File: src/rtl/elevator_pkg.sv
// Shared sizing, FSM encodings and direction constants for the elevator
// floor request scheduler.
package elevator_pkg;

  localparam int NUM_FLOORS  = 4;
  localparam int FLOOR_W     = 2;
  localparam int REQ_TIMEOUT = 16;
  localparam int CNT_W       = $clog2(REQ_TIMEOUT + 1);

  localparam logic [1:0] S_IDLE    = 2'd0;
  localparam logic [1:0] S_REQ     = 2'd1;
  localparam logic [1:0] S_MOVE    = 2'd2;
  localparam logic [1:0] S_SERVICE = 2'd3;

  localparam logic DIR_UP = 1'b1;
  localparam logic DIR_DN = 1'b0;

endpackage

File: src/rtl/floor_request_scheduler_select.sv
// Combinational SCAN picker: nearest pending floor ahead in the sweep
// direction, otherwise the nearest one behind with the sweep reversed.
module floor_select
  import elevator_pkg::*;
(
  input  logic [NUM_FLOORS-1:0] pending_i,
  input  logic [FLOOR_W-1:0]    current_floor_i,
  input  logic                  dir_up_i,
  output logic                  valid_o,
  output logic [FLOOR_W-1:0]    target_o,
  output logic                  new_dir_o
);

  logic               up_found;
  logic               dn_found;
  logic [FLOOR_W-1:0] up_floor;
  logic [FLOOR_W-1:0] dn_floor;

  always_comb begin
    up_found = 1'b0;
    dn_found = 1'b0;
    up_floor = '0;
    dn_floor = '0;
    // Descending scan leaves the lowest floor above; ascending scan the highest below.
    for (int i = NUM_FLOORS - 1; i >= 0; i--) begin
      if (pending_i[i] && (i > int'(current_floor_i))) begin
        up_found = 1'b1;
        up_floor = FLOOR_W'(i);
      end
    end
    for (int i = 0; i < NUM_FLOORS; i++) begin
      if (pending_i[i] && (i < int'(current_floor_i))) begin
        dn_found = 1'b1;
        dn_floor = FLOOR_W'(i);
      end
    end
  end

  always_comb begin
    valid_o   = up_found | dn_found;
    target_o  = '0;
    new_dir_o = dir_up_i;
    if (dir_up_i == DIR_UP) begin
      if (up_found) begin
        target_o  = up_floor;
        new_dir_o = DIR_UP;
      end else if (dn_found) begin
        target_o  = dn_floor;
        new_dir_o = DIR_DN;
      end
    end else begin
      if (dn_found) begin
        target_o  = dn_floor;
        new_dir_o = DIR_DN;
      end else if (up_found) begin
        target_o  = up_floor;
        new_dir_o = DIR_UP;
      end
    end
  end

endmodule

File: src/rtl/floor_request_scheduler.sv
// Latches floor calls, picks the next target with a SCAN sweep and holds an
// up/down request to the elevator controller until it starts moving.
module floor_request_scheduler
  import elevator_pkg::*;
(
  input  logic                  clk,
  input  logic                  reset_n,
  input  logic [NUM_FLOORS-1:0] call_req,
  input  logic [FLOOR_W-1:0]    current_floor,
  input  logic                  move_up,
  input  logic                  move_down,
  input  logic                  door_open,
  input  logic                  emergency_stop,
  output logic [FLOOR_W-1:0]    target_floor,
  output logic                  up_request,
  output logic                  down_request,
  output logic [NUM_FLOORS-1:0] pending,
  output logic                  dir_up,
  output logic                  busy,
  output logic [1:0]            sched_state
);

  // Handshake: up/down_request (valid) is held with a stable target_floor until
  // move_up|move_down (ready) is seen, or until REQ_TIMEOUT cycles elapse.

  logic [1:0]            state_q, state_d;
  logic [NUM_FLOORS-1:0] pending_q, pending_d;
  logic [FLOOR_W-1:0]    target_q, target_d;
  logic                  up_q, up_d;
  logic                  dn_q, dn_d;
  logic                  dir_q, dir_d;
  logic [CNT_W-1:0]      cnt_q, cnt_d;
  logic                  busy_q;
  logic [NUM_FLOORS-1:0] clr;
  logic                  sel_valid;
  logic [FLOOR_W-1:0]    sel_target;
  logic                  sel_dir;

  floor_select u_select (
    .pending_i       (pending_q),
    .current_floor_i (current_floor),
    .dir_up_i        (dir_q),
    .valid_o         (sel_valid),
    .target_o        (sel_target),
    .new_dir_o       (sel_dir)
  );

  // A call at the floor the car is idling at, or where the door is open, is already served.
  assign clr       = (door_open || (state_q == S_IDLE)) ? (NUM_FLOORS'(1) << current_floor) : '0;
  assign pending_d = (pending_q | call_req) & ~clr;

  always_comb begin
    state_d  = state_q;
    target_d = target_q;
    up_d     = up_q;
    dn_d     = dn_q;
    dir_d    = dir_q;
    cnt_d    = cnt_q;
    if (emergency_stop && (state_q != S_IDLE)) begin
      up_d    = 1'b0;
      dn_d    = 1'b0;
      state_d = S_IDLE;
    end else begin
      case (state_q)
        S_IDLE: begin
          if (sel_valid && !emergency_stop) begin
            target_d = sel_target;
            dir_d    = sel_dir;
            up_d     = (sel_target > current_floor);
            dn_d     = (sel_target < current_floor);
            cnt_d    = '0;
            state_d  = S_REQ;
          end
        end
        S_REQ: begin
          if (move_up || move_down) begin
            up_d    = 1'b0;
            dn_d    = 1'b0;
            state_d = S_MOVE;
          end else if (cnt_q == CNT_W'(REQ_TIMEOUT - 1)) begin
            up_d    = 1'b0;
            dn_d    = 1'b0;
            state_d = S_IDLE;
          end else begin
            cnt_d = cnt_q + 1'b1;
          end
        end
        S_MOVE: begin
          if ((current_floor == target_q) && door_open) state_d = S_SERVICE;
        end
        default: begin
          if (!door_open) state_d = S_IDLE;
        end
      endcase
    end
  end

  always_ff @(posedge clk) begin
    if (!reset_n) begin
      state_q   <= S_IDLE;
      pending_q <= '0;
      target_q  <= '0;
      up_q      <= 1'b0;
      dn_q      <= 1'b0;
      dir_q     <= DIR_UP;
      cnt_q     <= '0;
      busy_q    <= 1'b0;
    end else begin
      state_q   <= state_d;
      pending_q <= pending_d;
      target_q  <= target_d;
      up_q      <= up_d;
      dn_q      <= dn_d;
      dir_q     <= dir_d;
      cnt_q     <= cnt_d;
      busy_q    <= (state_d != S_IDLE);
    end
  end

  assign target_floor = target_q;
  assign up_request   = up_q;
  assign down_request = dn_q;
  assign pending      = pending_q;
  assign dir_up       = dir_q;
  assign busy         = busy_q;
  assign sched_state  = state_q;

endmodule
File: config.mk
export PLATFORM = sky130hd
export DESIGN_NAME = floor_request_scheduler
export DESIGN_NICKNAME = d
export VERILOG_FILES = /design/src/rtl/elevator_pkg.sv /design/src/rtl/floor_request_scheduler_select.sv /design/src/rtl/floor_request_scheduler.sv
export SDC_FILE = /design/constraint.sdc
export NUM_CORES = 1
export LEC_CHECK = 0
export ABC_AREA = 1
export BUFFER_PORTS_ARGS = -buffer_cell sky130_fd_sc_hd__buf_2
export CAP_MARGIN = 20
export CORE_MARGIN = 2
export CORE_UTILIZATION = 45
export CTS_CLUSTER_DIAMETER = 50
export DETAILED_ROUTE_END_ITERATION = 6
export PLACE_DENSITY = 0.75
export SLEW_MARGIN = 20
export SYNTH_ARGS = -nofsm -noshare
export SYNTH_HDL_FRONTEND = slang
export SYNTH_SLANG_ARGS = --single-unit
File: constraint.sdc
create_clock -name clk -period 3.3 [get_ports clk]
set_input_delay 0.165 -clock clk [delete_from_list [all_inputs] [get_ports clk]]
set_output_delay 0.165 -clock clk [all_outputs]
set_load 0.02 [all_outputs]
==> metrics.md, run 1 <==
| Metric | Value |
|---|---|
| Outcome | complete, no violations |
| Share of layout cells above drive strength 1 | 25.9% |
| Ports | 24 |
| Fmax | about 600 MHz |
| Post-synthesis mux area share | 0% |
| Post-CTS sizing | 0 |
| Cell row count | 16 |
| Grt ovf | 0 |
| Die Ht | about 50 um |
| DRT iter0 DRCs | 16 |
| Count of input and output buffers | 23 |
| Placeable Area | 2020 sq um |
| Die area | 2580 sq um |
| DRC | 0 |
| Placed cell areas | 1130 sq um |
| Seq cells post-synth | 17 |
| Drt first pass iters | 4 |
| Post-Synth Adder-Cell Area | 5.08% |
| Syn-to-layout area delta | 17.8% |
| Post-Route WL | roughly 2100 um |
| ANT cells | 0 |
| Synth Area in Compound Gates | 12.7% |
| Share of the yosys chip area belonging to registers | between 30% and 40% |
| Slew Limit Headroom | between 70% and 80% |
| Yosys top cell area share | 34.5% |
| Slew Limit Fails | 0 |
| Cell taking the most area after synthesis | dfxtp_1 |
| Met3 usage | under 10% |
| First-pass GRT wire length | approximately 3700 um |
| Tot GR Track Use | 19.0% |
| Met1 Track Usage GR | 24.3% |
| Fill cells | 200 |
| Leakage Power | around 0.00057 uW |
| Number of global-route vias before repair | 939 |
| Met2 Resource Use GR | a little under a third |
| CP arrival | 1.87 ns |
| Worst Hold Class | in2reg |
| Clock buffer count from CTS | 3 |
| Final Hold Viols | 0 |
| Post-Syn Nets | 155 |
| CTS tree | yes |
| CP required | about 3.5 ns |
| Clock skew | 0.00626 ns |
| Drt wl/cell | 11.0 um |
| Setup Fix Bufs, Post-CTS | 0 |
| Maxcap violations | 0 |
| Clock root buffer | clkbuf_4 |
| Post-cts hold buffer count | 0 |
| Clock latency on the worst-skew pair | about 0.29 ns |
| Synth Area per Inst | 7.09 sq um |
| Via count | 971 |
| Simple-gate share of the synthesized area | 39.6% |
| Maximum VDD drop | 0.322 mV |
| Syn Inst Count | ~140 |
| Nets@finish | 183 |
| Routability Congestion | 0.869 |
| Gr busiest metal | met2 |
| Clock Path Buffers | 2 |
| Final min period | 1.67 ns |
| H-Tree Depth | 1 |
| Critical path fanouts, max | 4 |
| Largest net degree at the start of global routing | 10 |
| CP Launch Type | flop |
| Synth Warn # | 0 |
| Largest family of logic cells by synthesized area | simple AND/OR/NAND/NOR gates |
| Die width | just over 50 um |
| Unrepaired setup endpoints after global routing | no |
| Finish-stage setup viols | 0 |
| Setup TNS | 0 ns |
| Clock-pin slew on the worst setup and hold paths | 0.10 ns |
| Synth Area in XOR/XNOR | 0.888% |
| Final Cycle Share | between 50% and 60% |
| CTS sink cnt | 17 |
| DRT antenna net count | 0 |
| Final Cell Area | between 1000 and 1500 sq um |
| Slew at the pin closest to its max-slew limit | 0.412 ns |
| Cell area after synthesis | 986 sq um |
| Hold_ws | about 0.12 ns |
| Post-DR vias/cell | roughly 5.0 |
| Pwr per Cell Area | about 460 nW/um^2 |
| Worst Setup End Kind | flop |
| Starting Density | around 50% |
| Post-DP HPWL | 1670 um |
| Kind of critical path | reg2reg |
| Netlist cell types | 22 |
| Top post-synthesis cells by area | dfxtp_1 35%, nand2_1 9.9%, nor2_1 7.2% |
| Antenna violations before repair | 0 |
[registers in the layout, indices dropped and copies added (netlist names)]
name          flops
cnt_q             5
pending           4
sched_state       2
busy              1
down_request      1
dir_up            1
up_request        1
target_floor      2
[metal layers]
layer  wire (um)  vias to the layer above
met5           0                        -
met4          25                        0
met3         115                        3
met2         965                       26
met1        1020                      434
li1            -                      508
[worst max-delay path, stage by stage (launching register included)]
cell      delay (ns)
dfxtp_1         0.40
nand2_1         0.09
nand2_1         0.07
nand2_2         0.06
o211ai_1        0.15
nand2_1         0.10
ha_1            0.30
a21oi_1         0.22
a21oi_1         0.06
nand2_1         0.07
a21oi_1         0.06
[cells in the mapped netlist]
cell type  number
o211ai_1        3
o21ai_1         4
nand3b_1        2
nand3_4         2
nand2_1        26
nand3_1        11
o21ai_0         3
nor3_1          2
inv_2           4
inv_1          15
a21oi_1        11
nor2_1         19
ha_1            4
xor2_1          1
o22ai_1         2
dfxtp_1        17
nand2_2         5
or2_0           1
nand2_4         4
nor2_2          1
nor3b_1         1
nand3_2         1
[layout by cell type (no fill, tap or decap)]
cell type  count
inv_2          4
a21oi_1       11
nand3_2        1
dfxtp_1       17
xor2_1         1
nand2_4        4
o211ai_1       3
nand3_4        2
buf_2         23
nor3b_1        1
ha_1           4
nor3_1         2
or2_0          1
o21ai_1        4
o22ai_1        2
nand3_1       11
nand3b_1       2
nand2_1       26
nand2_2        5
inv_1         15
clkbuf_1       1
o21ai_0        3
nor2_1        19
nor2_2         1
clkbuf_4       3
[power by group]
group | internal (uW) | total, uW | switching, uW
registers | 227 | 245 | 17.7
clock network | 47.1 | 113 | 66.2
logic | 61.5 | 175 | 114
total | 336 | 534 | 198
[cell type report]
cell class                      count  area, sq um  share of cell area, %
Tap cell                           27         33.8                   2.91
Clock buffer                        4         26.3                   2.26
Inverter                           19         71.3                   6.14
Multi-Input combinational cell    103          574                   49.5
Sequential cell                    17          340                   29.3
Timing Repair Buffer               23          115                   9.91
[cells by family after synthesis]
group | count (synthesis)
simple gates | 75
compound gates | 23
buf+inv | 19
flops | 17
fa+ha+maj | 4
xor+xnor | 1
[path summary, 6_finish.rpt]
| kind | start | to | slack, ns | cells past startpoint |
|---|---|---|---|---|
| worst max register to register | pending[1] | up_request | 1.63 | 10 |
| worst min register to register | up_request | up_request | 0.50 | 2 |
| worst min-delay path | call_req[0] | pending[0] | 0.12 | 3 |
| worst max-delay path | pending[1] | up_request | 1.63 | 10 |
[through the flow]
stage | cells | worst slack, ns | power (uW) | util, %
finish | 193 | 1.63 | 534 | 57.4
global route | 193 | 1.47 | 572 | 57.4
CTS | 193 | 1.64 | 538 | 57.4
detailed placement | 189 | 1.65 | 425 | 56.1
global placement | 189 | 1.76 | 420 | 56.1
floorplan | 139 | 1.66 | 375 | -
Note: power is estimated with default switching activity, not from simulation.
==> inputs of run 2 (changes only) <==
==> constraint.sdc (replaced) <==
create_clock -name clk -period 1.6 [get_ports clk]
set_input_delay 0.08 -clock clk [delete_from_list [all_inputs] [get_ports clk]]
set_output_delay 0.08 -clock clk [all_outputs]
set_load 0.02 [all_outputs]
==> metrics.md, run 2 (synthesis results as in run 1) <==
| Metric | Value |
|---|---|
| Maxcap violations | 0 (unchanged) |
| Fmax | 636 MHz (was 599 MHz) |
| Antenna violations before repair | 0 (unchanged) |
| CP required | 1.83 ns (was 3.50 ns) |
| Drt first pass iters | 4 (unchanged) |
| Via count | 1002 (was 971) |
| Share of layout cells above drive strength 1 | 34.5% (was 25.9%) |
| Post-DP HPWL | 1730 um (was 1670 um) |
| CP Launch Type | flop (unchanged) |
| Clock latency on the worst-skew pair | 0.28 ns (was 0.29 ns) |
| Clock Path Buffers | 2 (unchanged) |
| Worst Hold Class | in2reg (unchanged) |
| Leakage Power | 0.000585 uW (was 0.000566 uW) |
| Final Cycle Share | 98.3% (was 50.6%) |
| Ports | 24 (unchanged) |
| Hold path depth | 3 (unchanged) |
| Gr busiest metal | met2 (unchanged) |
| Worst r2r path cells | 10 (unchanged) |
| FF+latch area | 348 sq um (was 340 sq um) |
| Placeable Area | 2020 sq um (unchanged) |
| Nets@finish | 185 (was 183) |
| Starting Density | 48.8% (unchanged) |
| Clock root buffer | clkbuf_4 (unchanged) |
| Met1 Track Usage GR | 25.7% (was 24.3%) |
| Reg with most FFs | cnt_q (unchanged) |
| Clock skew | 0.00379 ns (was 0.00626 ns) |
| Post-route core utilization | 61.6% (was 57.4%) |
| DRC | 0 (unchanged) |
| Post-Route WL | 2300 um (was 2130 um) |
| Clock buffer count from CTS | 3 (unchanged) |
| Largest net degree at the start of global routing | 10 (unchanged) |
| CTS sink cnt | 17 (unchanged) |
| Grt ovf | 0 (unchanged) |
| Unrepaired setup endpoints after global routing | yes (was no) |
| Die area | 2580 sq um (unchanged) |
| Outcome | complete, no violations (unchanged) |
| Slew Limit Headroom | 70.4% (was 72.6%) |
| Drt wl/cell | 11.8 um (was 11.0 um) |
| Kind of critical path | reg2reg (unchanged) |
| Cell row count | 16 (unchanged) |
| Final Hold Viols | 0 (unchanged) |
| Largest register FFs | 5 (unchanged) |
| Post-DR vias/cell | 5.14 (was 5.03) |
| Worst Min Path Start | call_req[3] (was call_req[0]) |
| H-Tree Depth | 1 (unchanged) |
| Critical R2R Capture | up_request (unchanged) |
| Reg2Reg Setup Slack | 0.03 ns (was 1.63 ns) |
| DRT antenna net count | 0 (unchanged) |
| DRT iter0 DRCs | 25 (was 16) |
| Multi-input logic area | 636 sq um (was 574 sq um) |
| CP arrival | 1.80 ns (was 1.87 ns) |
| Die width | 50.8 um (unchanged) |
| Die Ht | 50.8 um (unchanged) |
| Syn-to-layout area delta | 26.3% (was 17.8%) |
| Critical path fanouts, max | 4 (unchanged) |
| Most frequent cells in the layout | 24 x nand2_1, 23 x buf_2, 18 x nor2_1 (was 26 x nand2_1, 23 x buf_2, 19 x nor2_1) |
| Met3 usage | 4.09% (unchanged) |
| Met2 Resource Use GR | 32.2% (was 31.1%) |
| Tot GR Track Use | 19.5% (was 19.0%) |
| Worst reg2reg path startpoint | pending[1] (unchanged) |
| Pwr per Cell Area | 923 nW/um^2 (was 460 nW/um^2) |
| First-pass GRT wire length | 3940 um (was 3750 um) |
| Hold_ws | 0.0433 ns (was 0.116 ns) |
| Fill cells | 191 (was 200) |
| Setup TNS | 0 ns (unchanged) |
| Slew Limit Fails | 0 (unchanged) |
| Commonest non-fill, non-tap cell in the layout | nand2_1 (unchanged) |
| Finish-stage setup viols | 0 (unchanged) |
| Count of input and output buffers | 23 (unchanged) |
| Number of global-route vias before repair | 974 (was 939) |
| End of the worst hold path | pending[3] (was pending[0]) |
| Routability Congestion | 0.827 (was 0.869) |
| CTS tree | yes (unchanged) |
| Maximum VDD drop | 0.475 mV (was 0.322 mV) |
| ANT cells | 0 (unchanged) |
| Clock-pin slew on the worst setup and hold paths | 0.10 ns (about the same) |
| Final min period | 1.57 ns (was 1.67 ns) |
| Slew at the pin closest to its max-slew limit | 0.444 ns (was 0.412 ns) |
| Worst Setup End Kind | flop (unchanged) |
[run 2: area by class of cell]
cell class                 instances  area share [%]
multi-input combinational        103            51.1
sequential                        17            27.9
timing repair buffer              25            10.5
inverter                          19            5.73
tap                               27            2.71
clock buffer                       4            2.11
[run 2: worst max-delay path: stages (launching register included)]
cell and delay [ns]:
dfxtp_4 0.39, nand2_4 0.05, nand2_2 0.06, nand2_2 0.05, o211ai_1 0.18, nand2_1 0.14, ha_4 0.31, a21oi_4 0.05
a21oi_2 0.10, nand2_1 0.07, a21oi_2 0.11
[run 2: through the flow]
stage	instance area, sq um	worst slack, ns	power (uW)	instances
2_1_floorplan	987	0.0260	773	139
3_3_place_gp	1140	0.0957	871	190
3_5_place_dp	1140	-0.00453	882	190
4_1_cts	1190	0.00193	1120	195
5_1_grt	1240	-0.0585	1230	195
6_report	1240	0.0279	1150	195
[run 2: worst max path at each step]
stage	from	slack (ns)	depth (start not counted)	endpoint
2_1_floorplan	pending[0]	0.03	10	up_request
3_3_place_gp	cnt_q[1]	0.1	9	busy
3_5_place_dp	pending[1]	-0.005	10	up_request
4_1_cts	pending[1]	0.002	10	up_request
5_1_grt	pending[1]	-0.06	10	up_request
6_report	pending[1]	0.03	10	up_request
[run 2: repair_timing]
item	4_1_cts	5_1_grt
setup endpoints to repair	1	9
resized for setup	2	14
buffers inserted	1	0
pin swaps	1	11
hold buffers	0	0
[run 2: layer usage]
layer	vias to the layer above	share of wire, %
li1	513	-
met1	462	48
met2	25	46
met3	2	5.1
met4	0	0.52
met5	-	0
[run 2: where the power goes]
group	total, uW	leakage (uW)	internal, uW	switching, uW
sequential	510	0.000141	471	39.0
clock	228	0.0000150	96.6	131
combinational	412	0.000429	154	258
total	1150	0.000585	722	428
